<file path="src/rtl/dmem_pkg.sv">
// Shared types and constants for the data-memory responder and its helpers.
package dmem_pkg;

  localparam int unsigned WORD_W = 32;
  localparam int unsigned LANE_W = 2;
  localparam logic [WORD_W-1:0] DMEM_BASE = 32'h1000_0000;

  typedef enum logic [1:0] {
    IDLE = 2'd0,
    WAIT = 2'd1,
    RESP = 2'd2
  } dmem_state_t;

endpackage

</file>
<file path="src/rtl/byte_lane_merge.sv">
// Replaces one little-endian byte lane of a word with a new byte.
module byte_lane_merge
  import dmem_pkg::*;
(
  input  logic [WORD_W-1:0] old_word,
  input  logic [7:0]        byte_in,
  input  logic [LANE_W-1:0] lane,
  output logic [WORD_W-1:0] merged_c
);

  always_comb begin
    merged_c = old_word;
    case (lane)
      2'd0:    merged_c[7:0]   = byte_in;
      2'd1:    merged_c[15:8]  = byte_in;
      2'd2:    merged_c[23:16] = byte_in;
      default: merged_c[31:24] = byte_in;
    endcase
  end

endmodule

</file>
<file path="src/rtl/data_mem_responder.sv">
// Data-memory slave: one request at a time, programmable wait states, registered response.
module data_mem_responder
  import dmem_pkg::*;
#(
  parameter int unsigned       DEPTH       = 64,
  parameter logic [WORD_W-1:0] BASE_ADDR   = DMEM_BASE,
  parameter int unsigned       WAIT_STATES = 2
) (
  input  logic              clock,
  input  logic              reset,
  input  logic              req_valid,
  output logic              req_ready,
  input  logic [WORD_W-1:0] req_addr,
  input  logic [WORD_W-1:0] req_wdata,
  input  logic              req_word_we,
  input  logic              req_byte_we,
  output logic              resp_valid,
  input  logic              resp_ready,
  output logic [WORD_W-1:0] resp_rdata,
  output logic              resp_err
);

  localparam int unsigned IDX_W = (DEPTH > 1) ? $clog2(DEPTH) : 1;
  localparam int unsigned CNT_W = 4;
  localparam logic [CNT_W-1:0] CNT_INIT =
    (WAIT_STATES > 0) ? CNT_W'(WAIT_STATES - 1) : '0;

  dmem_state_t       state_q, state_d;
  logic [CNT_W-1:0]  cnt_q, cnt_d;
  logic              pend_q, pend_d;
  logic [WORD_W-1:0] addr_q, addr_d;
  logic [WORD_W-1:0] wdata_q, wdata_d;
  logic              word_we_q, word_we_d;
  logic              byte_we_q, byte_we_d;
  logic              req_ready_q, req_ready_d;
  logic              resp_valid_q, resp_valid_d;
  logic [WORD_W-1:0] resp_rdata_q, resp_rdata_d;
  logic              resp_err_q, resp_err_d;

  logic [WORD_W-1:0] mem_q [DEPTH];

  logic [WORD_W-3:0] word_off;
  logic [IDX_W-1:0]  idx;
  logic              err;
  logic [WORD_W-1:0] old_word, merged_word, new_word;
  logic              wr_en_c;

  // Address decode and legality check of the latched request.
  always_comb begin
    word_off = addr_q[WORD_W-1:2] - BASE_ADDR[WORD_W-1:2];
    idx      = word_off[IDX_W-1:0];
    err      = (addr_q < BASE_ADDR)
             || (32'(word_off) >= 32'(DEPTH))
             || (word_we_q && byte_we_q)
             || (!byte_we_q && (addr_q[1:0] != 2'd0));
    old_word = mem_q[idx];
    if (word_we_q)      new_word = wdata_q;
    else if (byte_we_q) new_word = merged_word;
    else                new_word = old_word;
  end

  byte_lane_merge u_merge (
    .old_word (old_word),
    .byte_in  (wdata_q[7:0]),
    .lane     (addr_q[1:0]),
    .merged_c (merged_word)
  );

  // Next-state and output logic; the first RESP cycle evaluates and commits.
  always_comb begin
    state_d      = state_q;
    cnt_d        = cnt_q;
    pend_d       = pend_q;
    addr_d       = addr_q;
    wdata_d      = wdata_q;
    word_we_d    = word_we_q;
    byte_we_d    = byte_we_q;
    resp_valid_d = resp_valid_q;
    resp_rdata_d = resp_rdata_q;
    resp_err_d   = resp_err_q;
    wr_en_c      = 1'b0;

    case (state_q)
      IDLE: begin
        if (req_valid && req_ready_q) begin
          addr_d    = req_addr;
          wdata_d   = req_wdata;
          word_we_d = req_word_we;
          byte_we_d = req_byte_we;
          cnt_d     = CNT_INIT;
          if (WAIT_STATES > 0) begin
            state_d = WAIT;
          end else begin
            state_d = RESP;
            pend_d  = 1'b1;
          end
        end
      end
      WAIT: begin
        if (cnt_q == '0) begin
          state_d = RESP;
          pend_d  = 1'b1;
        end else begin
          cnt_d = cnt_q - CNT_W'(1);
        end
      end
      RESP: begin
        if (pend_q) begin
          pend_d       = 1'b0;
          resp_valid_d = 1'b1;
          resp_err_d   = err;
          resp_rdata_d = err ? '0 : new_word;
          wr_en_c      = !err && (word_we_q || byte_we_q);
        end else if (resp_ready) begin
          state_d      = IDLE;
          resp_valid_d = 1'b0;
          resp_rdata_d = '0;
          resp_err_d   = 1'b0;
        end
      end
      default: begin
        state_d = IDLE;
        pend_d  = 1'b0;
      end
    endcase

    req_ready_d = (state_d == IDLE);
  end

  always_ff @(posedge clock) begin
    if (!reset) begin
      state_q      <= IDLE;
      cnt_q        <= '0;
      pend_q       <= 1'b0;
      addr_q       <= '0;
      wdata_q      <= '0;
      word_we_q    <= 1'b0;
      byte_we_q    <= 1'b0;
      req_ready_q  <= 1'b0;
      resp_valid_q <= 1'b0;
      resp_rdata_q <= '0;
      resp_err_q   <= 1'b0;
      for (int i = 0; i < DEPTH; i++) begin
        mem_q[i] <= '0;
      end
    end else begin
      state_q      <= state_d;
      cnt_q        <= cnt_d;
      pend_q       <= pend_d;
      addr_q       <= addr_d;
      wdata_q      <= wdata_d;
      word_we_q    <= word_we_d;
      byte_we_q    <= byte_we_d;
      req_ready_q  <= req_ready_d;
      resp_valid_q <= resp_valid_d;
      resp_rdata_q <= resp_rdata_d;
      resp_err_q   <= resp_err_d;
      if (wr_en_c) begin
        mem_q[idx] <= new_word;
      end
    end
  end

  assign req_ready  = req_ready_q;
  assign resp_valid = resp_valid_q;
  assign resp_rdata = resp_rdata_q;
  assign resp_err   = resp_err_q;

endmodule

</file>
<file path="config.mk">
export PLATFORM = sky130hd
export DESIGN_NAME = data_mem_responder
export DESIGN_NICKNAME = d
export VERILOG_FILES = /design/src/rtl/dmem_pkg.sv /design/src/rtl/byte_lane_merge.sv /design/src/rtl/data_mem_responder.sv
export SDC_FILE = /design/constraint.sdc
export NUM_CORES = 2
export LEC_CHECK = 0
export BUFFER_PORTS_ARGS = -buffer_cell sky130_fd_sc_hd__buf_2
export CAP_MARGIN = 20
export CORE_ASPECT_RATIO = 0.75
export CORE_UTILIZATION = 50
export CTS_CLUSTER_SIZE = 10
export DETAILED_ROUTE_END_ITERATION = 8
export GPL_TIMING_DRIVEN = 1
export PLACE_DENSITY_LB_ADDON = 0.1
export SYNTH_ARGS = -nofsm -noshare
export SYNTH_HDL_FRONTEND = slang
export SYNTH_SLANG_ARGS = --single-unit
</file>
<file path="constraint.sdc">
create_clock -name clock -period 4.3 [get_ports clock]
set_input_delay 0.43 -clock clock [delete_from_list [all_inputs] [get_ports clock]]
set_output_delay 0.43 -clock clock [all_outputs]
set_load 0.02 [all_outputs]
</file>
Word-level counts from Yosys, hierarchy flattened
Memories as Yosys holds them, arrays and structs flattened.
Index checks and enable logic that the tools add are counted.
{"block": "op_classes", "addsub": 2, "order_cmp": 2, "n_eq_ne": 7, "n_mux": 31, "bitwise_logic": 1, "n_reduce_logical": 23}
{"cell": "$mux W32", "n": 6}
{"cell": "$lt A32 B29 Y1 const B", "n": 1}
{"cell": "$mux W8", "n": 4}
{"cell": "$reduce_or A32 Y1", "n": 1}
{"cell": "$ge A30 B7 Y1 const B", "n": 1}
{"cell": "$sub A30 B27 Y30 const B", "n": 1}
{"cell": "$mux W1", "n": 11}
{"cell": "$mux W2", "n": 4}
{"cell": "$mux W4", "n": 2}
{"cell": "$pmux W4 S2", "n": 1}
{"cell": "$logic_not A2 Y1", "n": 3}
{"cell": "$mux W6", "n": 1}
{"cell": "$ne A2 B2 Y1 const B", "n": 3}
{"cell": "$pmux W2 S3", "n": 1}
{"cell": "$reduce_and A2 Y1", "n": 3}
{"cell": "$reduce_bool A2 Y1", "n": 3}
{"cell": "$eq A2 B1 Y1 const B", "n": 2}
{"cell": "$eq A2 B2 Y1 const B", "n": 2}
{"cell": "$logic_and A1 B1 Y1", "n": 4}
{"cell": "$logic_not A4 Y1", "n": 1}
{"cell": "$logic_or A1 B1 Y1", "n": 4}
{"cell": "$sub A4 B1 Y4 const B", "n": 1}
{"cell": "$reduce_and A3 Y1", "n": 1}
{"cell": "$reduce_or A3 Y1", "n": 1}
{"cell": "other kinds (3)", "n": 4}
{"block": "totals", "regBits": 108, "ram_bits": 2048, "in_bits": 70, "out_inout_bits": 35, "wordCells": 78, "n_memories": 1}
{"memory": "mem_q", "depth": 64, "width": 32, "rd": 1, "rd_clocked_by_memory_dff": 0, "write_ports": 64, "line_no": "data_mem_responder.sv:40", "rtl": "logic [WORD_W-1:0] mem_q [DEPTH];"}

Logic depth before layout (Yosys ltp)
{"block": "logic_depth", "depth_word": 14, "ltp_mapped": 14, "ltp_nobuf": 8}

Cells and area by module
Synthesis repeated with hierarchy kept, for this count alone.
{"block": "hier_totals", "cells_unflattened": 7689, "area_unflattened_um2": 93299.5}
{"module": "data_mem_responder", "instances": 1, "cells_each": 7651, "area_per_inst_um2": 92891.6, "seq_area_each_um2": 63661.1}
{"module": "byte_lane_merge", "instances": 1, "cells_each": 38, "area_per_inst_um2": 407.9, "seq_area_each_um2": 0.0}

Least setup slack after synthesis
OpenSTA, ideal clock, no wires.
{"block": "synth_path", "path_type": "flip-flop to flip-flop", "start": "register addr_q[4]", "end": "memory mem_q[1][0], enable pin", "setup_time_ps": 389, "arrival_time_ps": 2902, "path_slack_ps": 1008, "stages_incl_launch_ff": 12, "path_buffers": 8, "cell_sequence": "dfxtp_1 -> buf_4 -> buf_6 -> buf_4 -> buf_6 -> buf_4 -> buf_2 -> buf_2 -> nor3_1 -> nand2_1 -> clkbuf_1 -> nand2_1"}
{"item": "from (decl)", "line_no": "data_mem_responder.sv:31", "rtl": "logic [WORD_W-1:0] addr_q, addr_d;"}
{"item": "from (signal assigned)", "line_no": "data_mem_responder.sv:150", "rtl": "addr_q <= addr_d;"}
{"item": "to (decl)", "line_no": "data_mem_responder.sv:40"}

==> out/qor.yml <==
setup_viol: 190
stdcell_count: 10273
synth_nets: 7490
viasPerCell: 6.92
clockBufferDepth: 3
fin_hold_ws_ns: 0.368
place_area_sq_mm: 0.103
cts_buffers: 235
ant_nets: 0
violations: "DRC, setup timing"
cts_tree: "done"
nets: 7744
grt_antenna_before_repair: 20
fp.dieH_um: 380
status: "finished with violations"
synth_edf_count: 2048
drc: 2
port_buffers: 104
synth-seq-cells: 2156
async_flop_share: 0
clock-sinks: 2156
hold_viol: 0
slew_headroom: 0.126
critical_path.max_stage_delay_ns: 0.71
p_leak_nw: 37.6
period_share: 1.03
grt_max_degree: 69
peakVddDrop_mv: 0.448
wl_per_cell_um: 38.6
dr.pass1.iters: 9
grt_overflow: 0
drtIter0Drc: 12108
num_rows: 138
place_inst: 9847
worst_slack_ns: -0.146
start_kind: "register"
design_area_sq_mm: 0.110
grt_pass1_wl_um: 543000
max_freq_ghz: 0.225
yosysSeqAreaShare: 0.667
clk_pin_slew_ns: 0.06
rsz0062_at_grt: "no"
crit_path_end_kind: "register"
wirelength_um: 397000
cts_max_level: 4
fill_cells: 15289
cts-root-buf: "clkbuf_16"
tightest_slew_ns: 1.31
vias: 71077
placeableCoreArea_sq_mm: 0.189
yosys_warnings: 0
min_period_ns: 4.45
cpMaxStageDelayCell: "dfxtp_4"
cp.arrival_ns: 5.14
track_usage: 0.408
ios: 105
drv_slew: 0
netlist_area_sq_mm: 0.0954
p_per_area_mw_per_mm2: 453
grt_pass1_vias: 66031
worstSkewPairLatency_ns: 0.88
syn_to_final_growth_pct: 15.4
synthCells: 7418
cp_max_fo: 40
gp_congestion: 1.07
worstPathRequired_ns: 4.99
start_util: 0.504
skew_ns: 0.0373
hpwl_um: 249000
drive_gt1_frac: 0.189
hold_path.class: "in2reg"
power_mw: 49.8
synth_area_per_cell_sq_um: 12.9
synth_top_flop_cell: "edfxtp_1"
drv_cap: 0
worst-setup-path-type: "reg2reg"
post_synth_num_cell_types: 86
dieArea_sq_mm: 0.193
pre_cts_ws_ns: 0.0703
path_cells: "buf_12 -> nor2b_4 -> buf_4 -> a221oi_1 -> o22ai_1 -> a21oi_1 -> o21ai_0 -> buf_4 -> nor4_4 -> buf_12 -> nor3_1"
dieWidth_um: 506
==> routing by layer <==
metal	share of wire	GRT usage
met1	0.37	0.555
met5	0.00054	0.00422
met2	0.41	0.564
met4	0.061	0.212
met3	0.16	0.158
==> cells in the final DEF, fill, tap and decap left out, types with 18 or more instances in the layout <==
master and count:
edfxtp_1 2048, nor2_1 1367, nor3_1 722, buf_4 471
nand2_1 344, mux2i_1 252, clkbuf_16 238, a221oi_1 210
a22oi_1 182, buf_12 171, a21oi_1 166, mux2_2 160
mux4_2 121, o21ai_0 115, dfxtp_1 104, dlygate4sd3_1 104
buf_2 103, o22ai_1 99, a21boi_0 71, nand2_2 61
clkbuf_1 55, a221o_1 45, a22o_1 41, o221ai_1 33
nand3_1 32, o22a_1 28, nand3b_1 25, o31ai_1 18
==> area by class of cell <==
type,instances,area [sq um],area share
Sequential cell,2156,63700,0.578
Multi-Input combinational cell,4412,28100,0.255
Timing Repair Buffer,856,8640,0.0784
Clock buffer,293,6160,0.0560
Tap cell,2520,3150,0.0286
Clock inverter,15,284,0.00258
Inverter,11,53.8,0.000489
Antenna cell,10,25.0,0.000227
==> kinds of logic (layout without fill, tap and decap cells) <==
group                    after synthesis  count (layout)  synth area share
adder cells (fa/ha/maj)                2               2          0.000262
buffers and inverters                850            1175            0.0455
AND/OR/NAND/NOR                     2711            2711             0.124
AO/OA/AOI/OAI                       1160            1160            0.0885
multiplexers                         537             537            0.0744
XOR/XNOR                               2               2          0.000184
flip-flops                          2156            2156             0.667
other                                  0              10                 0
==> state kept, by name, summed over array words and instances (netlist names) <==
name and count:
resp_rdata 32, addr_q 32, word_we_q 1, req_ready 1
state_q 2, pend_q 1, wdata_q 32, cnt_q 4
mem_q 2048, resp_valid 1, byte_we_q 1, resp_err 1
==> critical path: cells and delay by family (launching register included) <==
| kind | cells | cell delay [ns] |
|---|---|---|
| buffers and inverters | 4 | 1.33 |
| AND/OR/NAND/NOR | 3 | 0.67 |
| flip-flops | 1 | 0.71 |
| AO/OA/AOI/OAI | 4 | 1.36 |
==> where the power goes <==
group | switching, mW | total [mW] | internal [mW]
combinational | 5.67 | 7.85 | 2.18
clock | 8.19 | 18.1 | 9.89
sequential | 0.284 | 23.9 | 23.6
total | 14.1 | 49.8 | 35.7
==> worst paths after layout <==
check | startpoint | to | slack (ns) | cells past startpoint
hold reg to reg | resp_rdata[9] | resp_rdata[9] | 0.45 | 2
setup reg to reg | addr_q[3] | mem_q[14][29] | -0.15 | 11
setup / recovery | addr_q[3] | mem_q[14][29] | -0.15 | 11
hold / removal | req_wdata[3] | wdata_q[3] | 0.37 | 4
==> synthesized netlist by cell type (14+ instances only) <==
cell / count / area, sq um
edfxtp_1: 2048 / 61500
nor2_1: 1370 / 5140
nor3_1: 723 / 3620
nand2_1: 404 / 1520
clkbuf_1: 396 / 1490
mux2i_1: 252 / 2520
buf_2: 240 / 1200
a221oi_1: 211 / 1850
a22oi_1: 182 / 1370
a21oi_1: 168 / 841
mux2_2: 160 / 1800
o21ai_0: 124 / 621
mux4_2: 121 / 2730
buf_4: 115 / 863
dfxtp_1: 108 / 2160
o22ai_1: 102 / 638
a21boi_0: 71 / 533
buf_6: 55 / 619
a221o_1: 46 / 460
nand3_1: 43 / 215
a22o_1: 41 / 359
o221ai_1: 36 / 315
buf_1: 33 / 124
o22a_1: 28 / 245
nand3b_1: 25 / 188
o31ai_1: 20 / 150
and2_1: 17 / 106
or3b_2: 17 / 149
nand4_1: 16 / 100
o2111ai_1: 16 / 140
o211ai_1: 15 / 113
a31oi_1: 14 / 87.6
==> repair_timing <==
action	CTS	global route
hold buffers	104	0
buffers inserted	0	1
endpoints found under the hold margin	75	0
gates resized for setup	0	3
endpoints found under the setup margin	0	138
==> per-stage QoR <==
step,TNS [ns],util
after floorplan,0,-
after global placement,0,0.541
after detailed placement,0,0.542
after CTS,0,0.582
after global routing,0,0.582
final,-7.34,0.582
(Power assumes the default switching activity.)
